--- src/rtl/timer_ctl_param_pkg.sv ---
// Shared definitions for the countdown-timer controller: one-hot state encoding,
// counter widths and the field-index stepping helper.
package timer_ctl_param_pkg;

  localparam int unsigned StateW = 4;
  localparam int unsigned CntW   = 16;
  localparam int unsigned IdxW   = 3;

  // One-hot so the state register can drive the debug LEDs directly.
  typedef enum logic [StateW-1:0] {
    StIdle     = 4'b0001,
    StSetup    = 4'b0010,
    StCounting = 4'b0100,
    StAlarm    = 4'b1000
  } state_e;

  // Step to the next less-significant field, wrapping 0 back to the top field.
  function automatic logic [IdxW-1:0] prev_field(input logic [IdxW-1:0] idx,
                                                  input int unsigned   num_fields);
    return (idx == '0) ? IdxW'(num_fields - 1) : idx - IdxW'(1);
  endfunction

endpackage

--- src/rtl/timer_ctl_param_if.sv ---
// Control bundle between the button front end / field datapath and the timer controller.
// master: the controller; slave: the surrounding front end and datapath.
interface timer_ctl_param_if #(
  parameter int unsigned NUM_FIELDS = 3
) ();
  import timer_ctl_param_pkg::*;

  logic                  tick;
  logic                  trig;
  logic                  set;
  logic                  up;
  logic                  down;
  logic                  complete;
  logic                  init_regs;
  logic                  count_enabled;
  logic                  inc;
  logic                  dec;
  logic [NUM_FIELDS-1:0] field_sel;
  logic                  alarm;
  logic [StateW-1:0]     state;

  modport master (
    input  tick, trig, set, up, down, complete,
    output init_regs, count_enabled, inc, dec, field_sel, alarm, state
  );

  modport slave (
    output tick, trig, set, up, down, complete,
    input  init_regs, count_enabled, inc, dec, field_sel, alarm, state
  );

endinterface

--- src/rtl/timer_ctl_param_btn_repeat.sv ---
// Auto-repeat engine for one held button: a pulse on the press, then one after
// REPEAT_DELAY ticks and every REPEAT_RATE ticks while still held.
module timer_ctl_param_btn_repeat
  import timer_ctl_param_pkg::*;
#(
  parameter int unsigned REPEAT_DELAY = 500,
  parameter int unsigned REPEAT_RATE  = 100
) (
  input  logic clk,
  input  logic reset,
  input  logic tick,
  input  logic enable,
  input  logic level,
  input  logic block,
  output logic pulse
);

  localparam logic [CntW-1:0] DelayLast = CntW'(REPEAT_DELAY - 1);
  localparam logic [CntW-1:0] RateLast  = CntW'(REPEAT_RATE - 1);

  logic            level_q, level_d;
  logic            armed_q, armed_d;
  logic            first_q, first_d;
  logic            pulse_q, pulse_d;
  logic [CntW-1:0] cnt_q, cnt_d;

  // Next-state: level_q tracks the button even when disabled so a level already
  // high on SETUP entry never looks like a fresh press.
  always_comb begin
    level_d = level;
    pulse_d = 1'b0;
    armed_d = armed_q;
    first_d = first_q;
    cnt_d   = cnt_q;
    if (!enable || !level || block) begin
      armed_d = 1'b0;
      cnt_d   = '0;
    end else if (!level_q) begin
      pulse_d = 1'b1;
      armed_d = 1'b1;
      first_d = 1'b1;
      cnt_d   = '0;
    end else if (armed_q && tick) begin
      if (cnt_q == (first_q ? DelayLast : RateLast)) begin
        pulse_d = 1'b1;
        first_d = 1'b0;
        cnt_d   = '0;
      end else begin
        cnt_d = cnt_q + CntW'(1);
      end
    end
  end

  // Engine state registers.
  always_ff @(posedge clk) begin
    if (reset) begin
      level_q <= 1'b0;
      armed_q <= 1'b0;
      first_q <= 1'b0;
      pulse_q <= 1'b0;
      cnt_q   <= '0;
    end else begin
      level_q <= level_d;
      armed_q <= armed_d;
      first_q <= first_d;
      pulse_q <= pulse_d;
      cnt_q   <= cnt_d;
    end
  end

  assign pulse = pulse_q;

endmodule

--- src/rtl/timer_ctl_param.sv ---
// Countdown-timer controller: IDLE/SETUP/COUNTING/ALARM sequencing, field selection
// for editing, auto-repeat inc/dec and the alarm timeout.
module timer_ctl_param
  import timer_ctl_param_pkg::*;
#(
  parameter int unsigned NUM_FIELDS   = 3,
  parameter int unsigned REPEAT_DELAY = 500,
  parameter int unsigned REPEAT_RATE  = 100,
  parameter int unsigned ALARM_TICKS  = 5000
) (
  input logic               clk,
  input logic               reset,
  timer_ctl_param_if.master bus
);

  localparam logic [IdxW-1:0]       LastIdx   = IdxW'(NUM_FIELDS - 1);
  localparam logic [CntW-1:0]       AlarmLast = CntW'(ALARM_TICKS - 1);
  localparam logic [NUM_FIELDS-1:0] SelLsb    = NUM_FIELDS'(1);

  state_e          state_q, state_d;
  logic [IdxW-1:0] idx_q, idx_d;
  logic [CntW-1:0] alarm_cnt_q, alarm_cnt_d;
  logic            in_setup;
  logic            up_pulse;
  logic            down_pulse;
  logic            any_btn;

  assign in_setup = (state_q == StSetup);
  assign any_btn  = bus.trig | bus.set | bus.up | bus.down;

  // Each engine is blocked by the other direction so both held yields nothing.
  timer_ctl_param_btn_repeat #(
    .REPEAT_DELAY(REPEAT_DELAY),
    .REPEAT_RATE (REPEAT_RATE)
  ) u_up_repeat (
    .clk   (clk),
    .reset (reset),
    .tick  (bus.tick),
    .enable(in_setup),
    .level (bus.up),
    .block (bus.down),
    .pulse (up_pulse)
  );

  timer_ctl_param_btn_repeat #(
    .REPEAT_DELAY(REPEAT_DELAY),
    .REPEAT_RATE (REPEAT_RATE)
  ) u_down_repeat (
    .clk   (clk),
    .reset (reset),
    .tick  (bus.tick),
    .enable(in_setup),
    .level (bus.down),
    .block (bus.up),
    .pulse (down_pulse)
  );

  // Next-state for the FSM, edited field index and alarm timeout counter.
  always_comb begin
    state_d     = state_q;
    idx_d       = idx_q;
    alarm_cnt_d = alarm_cnt_q;
    unique case (state_q)
      StIdle: begin
        if (bus.set) begin
          state_d = StSetup;
          idx_d   = LastIdx;
        end
      end
      StSetup: begin
        // A run is refused while the datapath already reads zero.
        if (bus.trig) begin
          if (!bus.complete) state_d = StCounting;
        end else if (bus.set) begin
          idx_d = prev_field(idx_q, NUM_FIELDS);
        end
      end
      StCounting: begin
        if (bus.complete) begin
          state_d     = StAlarm;
          alarm_cnt_d = '0;
        end else if (bus.trig) begin
          state_d = StSetup;
          idx_d   = LastIdx;
        end
      end
      StAlarm: begin
        if (any_btn) begin
          state_d = StIdle;
        end else if (bus.tick) begin
          if (alarm_cnt_q == AlarmLast) state_d = StIdle;
          else alarm_cnt_d = alarm_cnt_q + CntW'(1);
        end
      end
      default: state_d = StIdle;
    endcase
  end

  // Controller state registers.
  always_ff @(posedge clk) begin
    if (reset) begin
      state_q     <= StIdle;
      idx_q       <= LastIdx;
      alarm_cnt_q <= '0;
    end else begin
      state_q     <= state_d;
      idx_q       <= idx_d;
      alarm_cnt_q <= alarm_cnt_d;
    end
  end

  assign bus.state     = state_q;
  assign bus.init_regs = (state_q == StIdle);
  assign bus.alarm     = (state_q == StAlarm);
  assign bus.field_sel = in_setup ? (SelLsb << idx_q) : '0;
  // Pausing trig suppresses the decrement in the same cycle.
  assign bus.count_enabled = (state_q == StCounting) & ~bus.complete & ~bus.trig;
  // Drop a pulse that lands on the edge leaving SETUP.
  assign bus.inc = up_pulse & in_setup;
  assign bus.dec = down_pulse & in_setup;

endmodule
--- src/flat_wrapper.sv ---
// flat-port wrapper written by rule: the top's interface ports become plain ports
module timer_ctl_param_flat import timer_ctl_param_pkg::*;
#(
  parameter int unsigned NUM_FIELDS   = 3,
  parameter int unsigned REPEAT_DELAY = 500,
  parameter int unsigned REPEAT_RATE  = 100,
  parameter int unsigned ALARM_TICKS  = 5000
)
  (clk, reset, bus_tick, bus_trig, bus_set, bus_up, bus_down, bus_complete, bus_init_regs, bus_count_enabled, bus_inc, bus_dec, bus_field_sel, bus_alarm, bus_state);
  timer_ctl_param_if #(.NUM_FIELDS(NUM_FIELDS)) bus_i ();
  input logic clk;
  input logic reset;
  input wire logic [$bits(bus_i.tick)-1:0] bus_tick;
  input wire logic [$bits(bus_i.trig)-1:0] bus_trig;
  input wire logic [$bits(bus_i.set)-1:0] bus_set;
  input wire logic [$bits(bus_i.up)-1:0] bus_up;
  input wire logic [$bits(bus_i.down)-1:0] bus_down;
  input wire logic [$bits(bus_i.complete)-1:0] bus_complete;
  output wire logic [$bits(bus_i.init_regs)-1:0] bus_init_regs;
  output wire logic [$bits(bus_i.count_enabled)-1:0] bus_count_enabled;
  output wire logic [$bits(bus_i.inc)-1:0] bus_inc;
  output wire logic [$bits(bus_i.dec)-1:0] bus_dec;
  output wire logic [$bits(bus_i.field_sel)-1:0] bus_field_sel;
  output wire logic [$bits(bus_i.alarm)-1:0] bus_alarm;
  output wire logic [$bits(bus_i.state)-1:0] bus_state;
  assign bus_i.tick = bus_tick;
  assign bus_i.trig = bus_trig;
  assign bus_i.set = bus_set;
  assign bus_i.up = bus_up;
  assign bus_i.down = bus_down;
  assign bus_i.complete = bus_complete;
  assign bus_init_regs = bus_i.init_regs;
  assign bus_count_enabled = bus_i.count_enabled;
  assign bus_inc = bus_i.inc;
  assign bus_dec = bus_i.dec;
  assign bus_field_sel = bus_i.field_sel;
  assign bus_alarm = bus_i.alarm;
  assign bus_state = bus_i.state;
  timer_ctl_param #(.NUM_FIELDS(NUM_FIELDS), .REPEAT_DELAY(REPEAT_DELAY), .REPEAT_RATE(REPEAT_RATE), .ALARM_TICKS(ALARM_TICKS)) u_core (.clk(clk), .reset(reset), .bus(bus_i));
endmodule
--- config.mk ---
export PLATFORM = sky130hd
export DESIGN_NAME = timer_ctl_param_flat
export DESIGN_NICKNAME = d
export VERILOG_FILES = /design/src/rtl/timer_ctl_param_pkg.sv /design/src/rtl/timer_ctl_param_if.sv /design/src/rtl/timer_ctl_param_btn_repeat.sv /design/src/rtl/timer_ctl_param.sv /design/src/flat_wrapper.sv
export SDC_FILE = /design/constraint.sdc
export NUM_CORES = 1
export LEC_CHECK = 0
export ABC_AREA = 1
export CELL_PAD_IN_SITES_DETAIL_PLACEMENT = 2
export CELL_PAD_IN_SITES_GLOBAL_PLACEMENT = 2
export CORE_MARGIN = 5
export CORE_UTILIZATION = 33
export CTS_CLUSTER_DIAMETER = 100
export DETAILED_ROUTE_END_ITERATION = 16
export GPL_ROUTABILITY_DRIVEN = 0
export PLACE_DENSITY_LB_ADDON = 0.1
export SLEW_MARGIN = 20
export SYNTH_ARGS = -nofsm -noshare
export SYNTH_HDL_FRONTEND = slang
export SYNTH_HIERARCHICAL = 1
export SYNTH_SLANG_ARGS = --single-unit
--- constraint.sdc ---
create_clock -name clk -period 2.6 [get_ports clk]
set_clock_uncertainty 0.2 [all_clocks]
set_input_delay 0.26 -clock clk [delete_from_list [all_inputs] [get_ports clk]]
set_output_delay 0.26 -clock clk [all_outputs]
set_load 0.01 [all_outputs]
==> results of run 1 <==
[cell families (layout without fill, tap and decap cells)]
family,count (synthesis),after routing,synth area share
multiplexers,2,2,0.005081
AND/OR/NAND/NOR,393,393,0.4709
adder cells (fa/ha/maj),7,7,0.02223
AO/OA/AOI/OAI,36,36,0.05621
XOR/XNOR,10,10,0.02223
flip-flops,63,63,0.3201
buffers and inverters,102,132,0.1032
[critical path, stage by stage, from the launching register on]
cell	delay [ns]
sky130_fd_sc_hd__dfxtp_1	0.36
sky130_fd_sc_hd__nor2_1	0.26
sky130_fd_sc_hd__nand3_1	0.16
sky130_fd_sc_hd__buf_4	0.21
sky130_fd_sc_hd__nor3_1	0.13
sky130_fd_sc_hd__clkdlybuf4s50_1	0.56
[synth_stat cells (all sizes together)]
cell	number	area, sq um
nand2	161	688.1
o21ai	11	55.05
o22ai	2	12.51
nor2	145	654.4
or2	2	12.51
o21bai	2	15.01
clkinv	1	5.000
nand4	23	143.9
ha	7	87.58
nand3	51	292.8
xor2	7	61.31
nor4	1	6.260
nor3	9	50.05
buf	6	45.03
nand3b	1	7.510
mux2i	2	20.02
dfxtp	63	1261
clkbuf	2	7.510
inv	93	349.1
xnor2	3	26.28
a21oi	21	138.9
[power by group through the flow]
stage | sequential, mW | combinational (mW) | clock, mW
CTS | 1.05 | 0.497 | 1.23
global route | 1.06 | 0.541 | 1.28
detailed placement | 1.07 | 0.494 | 0
floorplan | 1.07 | 0.291 | 0
global placement | 1.07 | 0.475 | 0
finish | 1.05 | 0.486 | 1.19
[cell type report]
cell class                      instances  area [sq um]
Clock buffer                           13         280.3
Clock inverter                          3         15.01
Fill cell                            1445          7282
Inverter                               94         354.1
Multi-Input combinational cell        448          2272
Sequential cell                        63          1261
Tap cell                              147         183.9
Timing Repair Buffer                   22         212.7
[how the worst min path moves through the flow]
| stage | start | endpoint | slack [ns] |
|---|---|---|---|
| after floorplan | reset | u_core/u_down_repeat/level_q | 0.13 |
| after global routing | u_core/u_up_repeat/first_q | u_core/u_up_repeat/first_q | 0.32 |
| after detailed placement | u_core/u_up_repeat/first_q | u_core/u_up_repeat/first_q | 0.28 |
| final | u_core/u_up_repeat/first_q | u_core/u_up_repeat/first_q | 0.28 |
| after CTS | u_core/u_up_repeat/first_q | u_core/u_up_repeat/first_q | 0.29 |
| after global placement | u_core/u_up_repeat/first_q | u_core/u_up_repeat/first_q | 0.27 |
[through the flow]
stage / cell area (sq um) / hold WS (ns) / std cells
floorplan: 3940 / 0.1312 / 613
global placement: 4284 / 0.2666 / 774
detailed placement: 4284 / 0.2798 / 774
CTS: 4579 / 0.2872 / 790
global route: 4579 / 0.3160 / 790
finish: 4579 / 0.2844 / 790
[layout by cell type (no fill, tap or decap), types with 2 or more instances in the layout]
master and n:
sky130_fd_sc_hd__nand2_1 145, sky130_fd_sc_hd__nand3_2 5, sky130_fd_sc_hd__o21ai_0 7, sky130_fd_sc_hd__a21oi_2 9, sky130_fd_sc_hd__clkinv_2 4, sky130_fd_sc_hd__a21oi_1 12
sky130_fd_sc_hd__nand3_1 45, sky130_fd_sc_hd__nand4_1 23, sky130_fd_sc_hd__o22ai_1 2, sky130_fd_sc_hd__nand2_4 6, sky130_fd_sc_hd__nor2_4 10, sky130_fd_sc_hd__o21bai_1 2
sky130_fd_sc_hd__buf_4 3, sky130_fd_sc_hd__inv_2 11, sky130_fd_sc_hd__inv_1 82, sky130_fd_sc_hd__clkdlybuf4s50_1 19, sky130_fd_sc_hd__o21ai_1 4, sky130_fd_sc_hd__nor2_1 121
sky130_fd_sc_hd__dfxtp_1 63, sky130_fd_sc_hd__clkbuf_16 9, sky130_fd_sc_hd__nor3_1 8, sky130_fd_sc_hd__xnor2_1 3, sky130_fd_sc_hd__or2_1 2, sky130_fd_sc_hd__clkbuf_8 4
sky130_fd_sc_hd__nand2_2 9, sky130_fd_sc_hd__mux2i_1 2, sky130_fd_sc_hd__ha_1 7, sky130_fd_sc_hd__nor2_2 14, sky130_fd_sc_hd__xor2_1 7
[routing by layer]
layer | part of all wire | track usage
met1 | 0.43 | 0.1962
met2 | 0.54 | 0.3342
met3 | 0.017 | 0.03086
met4 | 0.0096 | 0.04852
met5 | 0 | 0
[state kept, by name (all words and copies together) (netlist names)]
name / cells
u_core/u_down_repeat/pulse: 1
u_core/u_down_repeat/level_q: 1
u_core/u_down_repeat/first_q: 1
u_core/bus.state: 4
u_core/u_up_repeat/pulse: 1
u_core/idx_q: 3
u_core/alarm_cnt_q: 16
u_core/u_up_repeat/first_q: 1
u_core/u_up_repeat/level_q: 1
u_core/u_down_repeat/armed_q: 1
u_core/u_up_repeat/cnt_q: 16
u_core/u_up_repeat/armed_q: 1
u_core/u_down_repeat/cnt_q: 16
==> out/summary.md, run 1 <==
The category of the worst setup path launch point is a register. The share of cells above drive strength 1 works out to 0.1353. For the number of global-route vias before repair, the log shows 4,308. Worst hold-check path type: reg2reg.

Post-detailed-route DRC marker count: 0. The number of stages on the worst hold path is 2, and the die width is 119.3 microns. The completed layout was analyzed and its total power is 2.729 mW.

The period utilization was 0.9472; the average cell area after synthesis was 6.427 sq um. The cell sitting at the root of the clock tree is a sky130_fd_sc_hd__clkbuf_16. The data arrival time at the worst-slack endpoint is 2.00 ns, and the count of mapped cells out of synthesis is 613. Using the TritonRoute via totals, the vias-per-cell ratio works out to 4.947. The logs give 3940 sq um for the total standard cell area after synthesis and 0 for the count of final max-slew check failures.

Setup repair after global routing left no endpoint under its margin. The number of nets in the synthesized netlist is 628. The detailed router finished its first iteration with 126 violations.

Setup violations remaining at the end of the flow were counted as 0. For the clock network fraction of total power, the log shows 0.437. The tools report the site row count as 40.

The run finished with clean final reports. The tools report the initial antenna violation count as 0. The logs give 0 for the number of instances resized during post-cts repair and 1.796 nW for the total leakage power. Highest ir drop seen on vdd: 0.2632 mV. In this run the critical register-to-register path is launched from u_core/bus.state[3]. The part of the Yosys area used for sequential elements was 0.3201; the overall die height was 119.3 microns. The nature of the critical path endpoint is an output pin. Compared with the post-synthesis result, the final layout area differs by 16.23%.

Based on the critical path, the design can be clocked at up to 406.0 MHz. The H-tree was split into 3 levels. TritonCTS built the clock tree. The part of the power in combinational logic was 0.178; the number of clock sinks was 63.

The internal power contribution is 1.936 mW, and the setup slack on the worst flop-to-flop path is 0.40 ns. The final critical delay including setup and external delays is 2.463 ns. The top fanout value on the critical path was 10; the switching share of power was 0.2907. The detailed router placed 3,908 vias in this run. 0 antenna diodes ended up in the layout. The worst setup slack before clock tree synthesis is 0.3349 ns, and the final worst setup slack is 0.1372 ns.

The number of cells traversed by the worst register-to-register path came out at 11. By startpoint and endpoint, the worst setup path is classified as reg2out. TritonCTS created 9 clock buffers. The post-synthesis register bit count came out at 63. Number of top-level pins: 20. The logs give 0 for the post-CTS setup buffer count and 11,860 sq um for the area of the placeable core.

The sequential power share was 0.385; the number of warnings reported in the yosys synthesis log was 6. The initial core utilization was 0.3322. The relative slew slack came out at 0.6863. Once detailed placement completed, the half-perimeter wirelength came to 9177 microns. In this run the power spent charging and discharging nets is 0.7935 mW. The tools report the total routing usage reported by global routing as 0.1748. The number of nets in the finished design was 653; the first-pass iteration count of the detailed router was 4.

The run gives 20,400 microns as the first-pass GRT wire length. Port buffering added 19 buffers. The tools report the count of hold buffers inserted by post-cts repair as 0. The tools report the utilization after layout as 0.3861. The worst setup path startpoint was u_core/bus.state[3]. The tool flagged a number of max-cap violations equal to 0. The number of different library cells used by synthesis comes to 35. Last element of the critical path: bus_field_sel[0]. For the final wirelength, the log shows 11,890 microns.

The tools report the total negative slack for setup checks as 0 ns. In this run the critical register-to-register path is captured at u_core/u_down_repeat/cnt_q[7]. Areal power density over the cells: 596.0 nW/um^2.

Dividing the detail-routed wire length by the instance count gives 15.05 microns. The leftover overflow at the end of global routing came out at 0. The tools report the post-route antenna net violation count as 0.

The tools report the full die area as 14,220 sq um. The run gives 18 as the largest net degree at the start of global routing. Slew at the pin with the worst max-slew slack: 0.4688 ns. After clock tree synthesis, the clock-pin slew on the worst setup and hold paths is 0.05 ns. The clock reaches the later pin of the worst-skew pair after 0.34 ns. The longest clock path from root to sink contains 2 buffers.

The number of endpoints with negative hold slack in the final report is 0. Required time of the worst setup path: 2.14 ns.
Power figures use the tool's default switching activity.
==> run 2, diff against run 1 <==
--- a/config.mk
+++ b/config.mk
@@ -13,7 +13,8 @@
 export CTS_CLUSTER_DIAMETER = 100
 export DETAILED_ROUTE_END_ITERATION = 16
 export GPL_ROUTABILITY_DRIVEN = 0
-export PLACE_DENSITY_LB_ADDON = 0.1
+export HOLD_SLACK_MARGIN = 0.02
+export PLACE_DENSITY = 0.88
 export SLEW_MARGIN = 20
 export SYNTH_ARGS = -nofsm -noshare
 export SYNTH_HDL_FRONTEND = slang
==> out/summary.md, run 2 (synthesis results as in run 1) <==
The number of antenna diodes in the final layout is 0. For this run, design rule violations remaining after detail routing come to 0. The switching share of power is 0.2967. Compared with the post-synthesis result, the final layout area differs by 16.77%. The number of top-level pins was 20; the data arrival time at the worst-slack endpoint was 2.04 ns.

TritonCTS built the clock tree. Row generation in the floorplan step produced 40 rows. The number of endpoints with negative hold slack in the final report came out at 0. Sequential power share: 0.369. The share of cells above drive strength 1 was 0.1324; the post-route antenna net violation count was 0. Timing analysis after detailed placement gives a worst setup slack of 0.1358 ns. The number of stages on the worst hold path is 2, and the total negative slack for setup checks is 0 ns. For this design the ratio of total power to cell area is 622.3 nW/um^2.

The post-CTS setup buffer count came out at 0. The tool flagged a number of max-cap violations equal to 0. The number of cells on the worst reg-to-reg path is 11. The die covers 14,220 sq um. The clock tree root driver cell is sky130_fd_sc_hd__clkbuf_16. The library cells used most frequently in the layout, excluding fill and tap cells, are sky130_fd_sc_hd__nand2_1, sky130_fd_sc_hd__nor2_1, sky130_fd_sc_hd__inv_1. The clock drives 63 sinks.

Dividing the detail-routed via count by the number of cells gives 5.123. For this run, the detailed router's first-pass iteration total came to 4. Entering global routing, the biggest net connects 18 pins.

Across all layers, the routed design uses 4,042 vias. After routing the design area is 4601 sq um. The first-pass GRT wire length was 23,200 microns; the required time of the worst setup path was 2.14 ns. Category of the worst setup path launch point: a register. The run gives 0.34 ns as the clock latency of the later-clocked register in the worst-skew pair.

The count of final max-slew check failures was 0. Across the VDD grid, the largest voltage drop is 0.3453 mV. The initial core utilization is 0.3322.

The clock network fraction of total power came out at 0.449. Subtracting the final worst setup slack from the clock period gives 2.500 ns. The internal power of the cells totals 2.014 mW. The H-tree generated during clock tree synthesis spans 3 levels. For the clock buffer count from CTS, the log shows 9.

The leading cell type in the layout, fill and taps excluded is sky130_fd_sc_hd__nand2_1. For the part of the power in combinational logic, the log shows 0.182. The top fanout value on the critical path works out to 11. Final worst setup slack: 0.09995 ns. The initial antenna violation count is 0, and the area of the placeable core is 11,860 sq um.

The critical path in this run is classified as reg2out. In this run the power spent charging and discharging nets is 0.8494 mW. The tools report the total routing usage reported by global routing as 0.2035. The run finished with clean final reports.

The total leakage power is 1.790 nW. The HPWL after detailed placement is 9783 microns. The die width is 119.3 microns. The min-delay analysis places its worst path in the category reg2reg.

The period utilization is 0.9616, and the leftover overflow at the end of global routing is 0. The cell area after placement is 4277 sq um. The logs give 4,530 for the number of global-route vias before repair and 400.0 MHz for the timing-limited maximum frequency. The run gives 0.7060 as the relative slew slack. In the final layout, the registers with the most flip-flops are u_core/alarm_cnt_q: 16 flops, u_core/u_down_repeat/cnt_q: 16 flops, u_core/u_up_repeat/cnt_q: 16 flops.

The number of buffers inserted by port buffering is 19, and the final wirelength is 13,910 microns. At the pin with the least slew margin, the transition time is 0.4396 ns. The clock passes through at most 2 buffers. The overall die height is 119.3 microns.

Nature of the critical path endpoint: an output pin. Setup violations remaining at the end of the flow were counted as 0. Clock-pin slew was measured on the worst setup and hold paths at 0.06 ns. The number of nets in the finished design was 652; the first-iteration detailed-routing DRC count was 107.

Dividing the detail-routed wire length by the instance count gives 17.63 microns.
==> run 2: cell count changes in the layout (fill, tap and decap cells not counted) <==
cell,before,now
sky130_fd_sc_hd__buf_4,3,2
sky130_fd_sc_hd__clkinvlp_4,0,1
sky130_fd_sc_hd__clkbuf_1,0,2
sky130_fd_sc_hd__clkbuf_8,4,3
sky130_fd_sc_hd__nand3_1,45,44
sky130_fd_sc_hd__clkinv_2,4,1
sky130_fd_sc_hd__nand3_4,1,2
sky130_fd_sc_hd__bufinv_16,0,1
==> run 2: final cells by class <==
cell class	count	area, sq um
clock buffers	14	274.0
clock inverters	2	37.54
fillers	1439	7261
inverters	94	354.1
multi-input cells	448	2285
flip-flops and latches	63	1261
well taps	147	183.9
repair buffers	21	205.2
==> run 2: final timing paths <==
path | start | endpoint | slack (ns)
worst max-delay path | u_core/bus.state[3] | bus_inc | 0.1
worst min-delay path | u_core/u_up_repeat/first_q | u_core/u_up_repeat/first_q | 0.30
worst max register to register | u_core/bus.state[3] | u_core/u_up_repeat/cnt_q[5] | 0.17
worst min register to register | u_core/u_up_repeat/first_q | u_core/u_up_repeat/first_q | 0.30
==> run 2: critical path, cell delays in order (launching register included) <==
cell,delay [ns]
sky130_fd_sc_hd__dfxtp_1,0.35
sky130_fd_sc_hd__nor2_1,0.34
sky130_fd_sc_hd__nand3_4,0.23
sky130_fd_sc_hd__nor2_1,0.20
sky130_fd_sc_hd__clkdlybuf4s50_1,0.58
==> run 2: metal layers <==
layer	global-route usage	up-vias	part of all wire
li1	-	1969	-
met1	0.2260	2003	0.41
met2	0.3815	45	0.54
met3	0.04701	25	0.025
met4	0.06155	0	0.019
met5	0	-	0
==> run 2: power by group through the flow <==
stage | logic, mW | registers [mW] | clock network, mW
after detailed placement | 0.493 | 1.07 | 0
final | 0.521 | 1.06 | 1.29
after floorplan | 0.291 | 1.07 | 0
after global routing | 0.570 | 1.06 | 1.37
after global placement | 0.471 | 1.07 | 0
after CTS | 0.510 | 1.05 | 1.32
==> run 2: what timing repair did <==
action,in CTS,in global routing
endpoints found under the setup margin,6,3
hold buffers,0,0
gates resized for setup,1,1
pin swaps,0,0
==> run 2: metrics by stage <==
stage | utilization | hold slack (ns) | total power, mW | std cells
2_1_floorplan | - | 0.1312 | 1.362 | 613
3_3_place_gp | 0.3605 | 0.2855 | 1.537 | 773
3_5_place_dp | 0.3605 | 0.2999 | 1.565 | 773
4_1_cts | 0.3872 | 0.3067 | 2.885 | 789
5_1_grt | 0.3879 | 0.3380 | 3.002 | 789
6_report | 0.3879 | 0.3012 | 2.863 | 789
